**config.mk**
```make
export PLATFORM = sky130hd
export DESIGN_NAME = counter_mod
export DESIGN_NICKNAME = d
export VERILOG_FILES = /design/src/rtl/counter_mod.sv
export SDC_FILE = /design/constraint.sdc
export NUM_CORES = 1
export LEC_CHECK = 0
export CAP_MARGIN = 40
export CORE_AREA = 2 2 39 41
export CTS_CLUSTER_SIZE = 20
export DETAILED_ROUTE_END_ITERATION = 10
export DIE_AREA = 0 0 41 43
export PLACE_DENSITY_LB_ADDON = 0.3
export RECOVER_POWER = 100
export SLEW_MARGIN = 15
export SYNTH_ARGS = -nofsm -noshare
export SYNTH_HDL_FRONTEND = slang
export SYNTH_SLANG_ARGS = --single-unit
export TNS_END_PERCENT = 20
```
**constraint.sdc**
```tcl
create_clock -name clk -period 2.47 [get_ports clk]
set_input_delay 0.3705 -clock clk [delete_from_list [all_inputs] [get_ports clk]]
set_output_delay 0.3705 -clock clk [all_outputs]
set_load 0.05 [all_outputs]
```
**src/rtl/counter_mod.sv**
```systemverilog
// Modulo-MODULUS up/down counter with clamped parallel load, wrap or saturate at
// terminal, a combinational carry for cascading and a sticky overflow flag.
module counter_mod #(
    parameter int WIDTH    = 4,
    parameter int MODULUS  = 16,
    parameter int SATURATE = 0
) (
    input  logic             clk,
    input  logic             res,
    input  logic             clr,
    input  logic             load,
    input  logic [WIDTH-1:0] din,
    input  logic             en,
    input  logic             up,
    output logic [WIDTH-1:0] q,
    output logic             tc,
    output logic             ovf
);

    localparam logic [WIDTH-1:0] TOP = WIDTH'(MODULUS - 1);

    logic             terminal;
    logic [WIDTH-1:0] q_next;
    logic             ovf_next;

    function automatic logic [WIDTH-1:0] clamp_load(input logic [WIDTH-1:0] v);
        return (v > TOP) ? TOP : v;
    endfunction

    // Wrap or hold at the terminal value, otherwise a plain +/-1 step.
    function automatic logic [WIDTH-1:0] step(input logic [WIDTH-1:0] v,
                                              input logic dir,
                                              input logic at_term);
        if (at_term) begin
            if (SATURATE != 0)
                return v;
            return dir ? '0 : TOP;
        end
        return dir ? v + 1'b1 : v - 1'b1;
    endfunction

    always_comb begin
        terminal = up ? (q == TOP) : (q == '0);
    end

    // While res is high q is already zero and clr/load are ignored, so the
    // carry reflects only en and the direction.
    assign tc = en & terminal & (res | ~(clr | load));

    always_comb begin
        q_next   = q;
        ovf_next = ovf;
        if (clr) begin
            q_next   = '0;
            ovf_next = 1'b0;
        end else if (load) begin
            q_next = clamp_load(din);
        end else if (en) begin
            q_next = step(q, up, terminal);
            if (terminal)
                ovf_next = 1'b1;
        end
    end

    always_ff @(posedge clk or posedge res) begin
        if (res) begin
            q   <= '0;
            ovf <= 1'b0;
        end else begin
            q   <= q_next;
            ovf <= ovf_next;
        end
    end

endmodule

```
### Word-level counts from Yosys, hierarchy flattened

Index checks and enable logic that the tools add are counted.

* output and inout port bits: 6
* logic and storage cells: 34
* bits in registers: 5
* input bits: 10

* equality and inequality tests: 2
* muxes and demuxes: 17
* $add $sub $neg: 2
* $lt $le $gt $ge: 1
* bitwise gates (word level): 5
* reduce and logical (&&, ||, !) cells: 5

Operator list (number)
* $mux 4: 8
* $mux 1: 9
* $add 4x1->4 const B: 1
* $eq 4x4->1 const B: 1
* $gt 4x4->1 const B: 1
* $logic_not 4->1: 1
* $reduce_bool 2->1: 2
* $sub 4x1->4 const B: 1
* $reduce_and 3->1: 1
* $reduce_bool 3->1: 1
* $and 1x1->1: 2
* $ne 2x2->1 const B: 1
* $or 1x1->1: 2
* $not 1->1: 1

### Depth between registers and ports, before layout

* word-level depth: 10
* depth in mapped cells: 6
* mapped depth without buffers: 6

### Worst setup path after synthesis

No wires, ideal clock.

* path kind: register to output
* start: reg q[2]
* end: out tc
* buffers on the path: 0
* stages on the path, launching flop included: 4
* setup slack: 0.260 ns
* data required time: 2.099 ns
* arrival: 1.839 ns
* cells stage by stage: dfrtp_1 -> or4_4 -> o22ai_4 -> o211a_1

* word-level cells in the longest chain between the ends: 4
* elaborated cells on any way between the ends: 5
* those cells by class: eq/ne: 1; mux: 1; bitwise: 2; reduce/logical: 1

Ends and longest elaborated chain
* start: declaration: RTL line 15 `output logic [WIDTH-1:0] q,`
* start signal: assignment: RTL line 70 `q <= q_next;`
* $eq 4x4->1 / $logic_not 4->1 (equally long branches): RTL line 43 `terminal = up ? (q == TOP) : (q == '0);`
* $mux 1 *: RTL line 43
* $and 1x1->1 * (2 in a row): RTL line 48 `assign tc = en & terminal & (res | ~(clr | load));`
* end: declaration: RTL line 16 `output logic tc,`

Every way passes the cells marked *; elsewhere a longest branch is shown, timed or not.

### Worst setup path in the final report

* start: reg q[0]
* end: out tc

The elaborated chain is that of the path after synthesis.

==> flow_summary.yaml <==
sta:
  max_freq_mhz: 444.1
  maxSlewViolCount: 0
  setup_viol: 0
  worstMarginPinSlew_ns: 0.4977
  rsz0062_at_grt: "no"
  setup-tns-final_ns: 0
  fin_crit_ns: 2.252
  fin_crit_sh_pct: 91.17
  maxSlewHeadroom_pct: 66.71
  fin_skew_ns: 0.005116
  hold_viol: 0
  holdWs_ns: 0.4889
grt:
  first_global_vias: 411
  grt_antenna_before_repair: 0
  grt_use_total_pct: 14.07
  grt_max_degree: 9
  gr-total-overflow: 0
  grt_pass1_wl_um: 1656
job:
  maxCapViolCount: 0
min_path:
  hold_class: "input pin to asynchronous set/reset pin"
worst_setup_path:
  worst-path-buf-inv: 1
  slowest_delay_ns: 0.58
  crit_fanout: 8
  crit_required_ns: 2.10
  cpMaxStageDelayCell: "or4_1"
  end_kind: "primary output"
  cp_top_family: "simple AND/OR/NAND/NOR gates"
  worstSetupStartpointType: "register"
  worstSetupPathType: "register to primary output"
  arrival_ns: 1.88
  path_cells: "or4_1 -> o22ai_4 -> o211a_1 -> buf_12"
die:
  ioPinCount: 16
  die_w_um: 41
  coreArea_um2: 1384
  rows: 14
  die_y_um: 43
  die_area_um2: 1763
  initial_core_util_pct: 31.74
yosys:
  synth_commonest_cells: "inv_1, dfrtp_1, nand2_1, nor2_1"
  yosysMostFrequentCell: "inv_1"
  synth_top_area_share_pct: 28.49
  ys_types: 27
  yosysWarnings: 0
  avgSynthCellArea_um2: 8.963
  syn_area_um2: 439.2
  async_flop_share_pct: 100.0
  ys.flop_type: "dfrtp_1"
  synthCells: 49
  synth_area_leaders: "dfrtp_1, ha_1, inv_1, fa_1, o22ai_4"
  synth_top_area_cell: "dfrtp_1"
  yosysSeqAreaShare_pct: 28.49
  synth-edff-count: 0
  ys_ff_latch: 5
  syn-num-nets: 62
finish:
  fin_area_um2: 649.4
  num_antenna_cells: 0
  fill_cells: 155
  layout.nets: 83
  layout-drive-gt1-share_pct: 14.49
  areaGrowthSynthToFinish_pct: 47.86
drt:
  post-route-drc-count: 0
  ant_nets: 0
  vias: 439
  wire_per_inst_um: 11.51
  via_per_inst: 5.165
  drt_iter0_drc: 11
  wl_um: 978
  drtPass1Iterations: 2
pwr:
  combPwrFrac_pct: 37.1
  intPower_mw: 0.2005
  pwr-share-seq_pct: 31.5
  p_sw_share_pct: 35.54
  pwr-share-clk_pct: 31.4
  power_density_nw_per_um2: 478.9
  peakVddDrop_v: 0.0002735
  leakage_nw: 0.3023
  p_sw_mw: 0.1105
clock_network:
  cts_tree: "done"
  clkLatencyLatePin_ns: 0.25
  cts_setup_buffers: 0
  postCtsHoldBufs: 0
  htreeDepth: 1
  cts_sinks: 5
  ctsResizeCount: 0
  cts_buffers: 3
  clockBufferDepth: 2
  clk_pin_slew_ns: 0.05
  cts-root-buf: "clkbuf_4"
run_status:
  status: "finished, final reports clean"
placement:
  io_buffers: 15
  postPlaceCellArea_um2: 626.9
  place_congestion: 0.7185
  hpwl_um: 770.3
placed cells by master, fill, tap and decap left out, types with 3 or more instances in the layout:
cell             n
nand3_1          3
inv_1            6
clkbuf_4         3
dfrtp_1          5
dlygate4sd3_1    8
nand2_1          4
nor2_1           4
clkdlybuf4s50_1  6
a21oi_1          3
through the flow:
stage	utilization, %	total power, mW	std cells	setup slack, ns
after global placement	45.30	0.2201	81	0.2839
final	46.93	0.3110	85	0.2180
after global routing	46.93	0.3329	85	0.1290
after detailed placement	45.30	0.2211	81	0.2836
after floorplan	-	0.1738	49	0.2602
after CTS	47.20	0.3219	85	0.2514
state kept, by name (all words and copies together) (netlist names):
| signal | flops |
|---|---|
| ovf | 1 |
| q | 4 |
routing by layer:
layer / track usage, % / vias up / wire length, um
li1: - / 221 / -
met1: 18.15 / 195 / 450
met2: 18.75 / 18 / 431
met3: 3.141 / 5 / 59
met4: 12.00 / 0 / 36
met5: 0 / - / 0
layout make-up:
type,count,area (um^2),share of cell area (%)
Clock buffer,4,26.28,4.046
Multi-Input combinational cell,38,287.8,44.32
Sequential cell,5,125.1,19.27
Tap cell,16,20.02,3.083
Inverter,6,22.52,3.468
Timing Repair Buffer,16,167.7,25.82
path summary, 6_finish.rpt:
path	endpoint	from	depth (start not counted)	slack [ns]
hold reg to reg	ovf$_DFFE_PP0P_	ovf$_DFFE_PP0P_	2	0.51
max in group asynchronous	q[2]$_DFFE_PP0P_	res	2	1.79
setup / recovery	tc	q[0]$_DFFE_PP0P_	4	0.22
setup reg to reg	q[3]$_DFFE_PP0P_	q[1]$_DFFE_PP0P_	5	0.75
min in group clk	ovf$_DFFE_PP0P_	ovf$_DFFE_PP0P_	2	0.51
hold / removal	ovf$_DFFE_PP0P_	res	2	0.49
kinds of logic after synthesis:
logic type	after synthesis	share of synthesized area, %
AO/OA/AOI/OAI	18	34.47
buffers and inverters	6	5.128
adder cells (fa/ha/maj)	3	10.26
AND/OR/NAND/NOR	15	17.66
flip-flops	5	28.49
XOR/XNOR	2	3.989
power groups by stage:
stage | registers (mW) | logic, mW | clock network (mW)
6_report | 0.0979 | 0.115 | 0.0978
5_1_grt | 0.0990 | 0.126 | 0.108
4_1_cts | 0.0986 | 0.122 | 0.101
3_5_place_dp | 0.0997 | 0.121 | 0
3_3_place_gp | 0.0999 | 0.120 | 0
2_1_floorplan | 0.118 | 0.0556 | 0
Note: power is estimated with default switching activity, not from simulation.
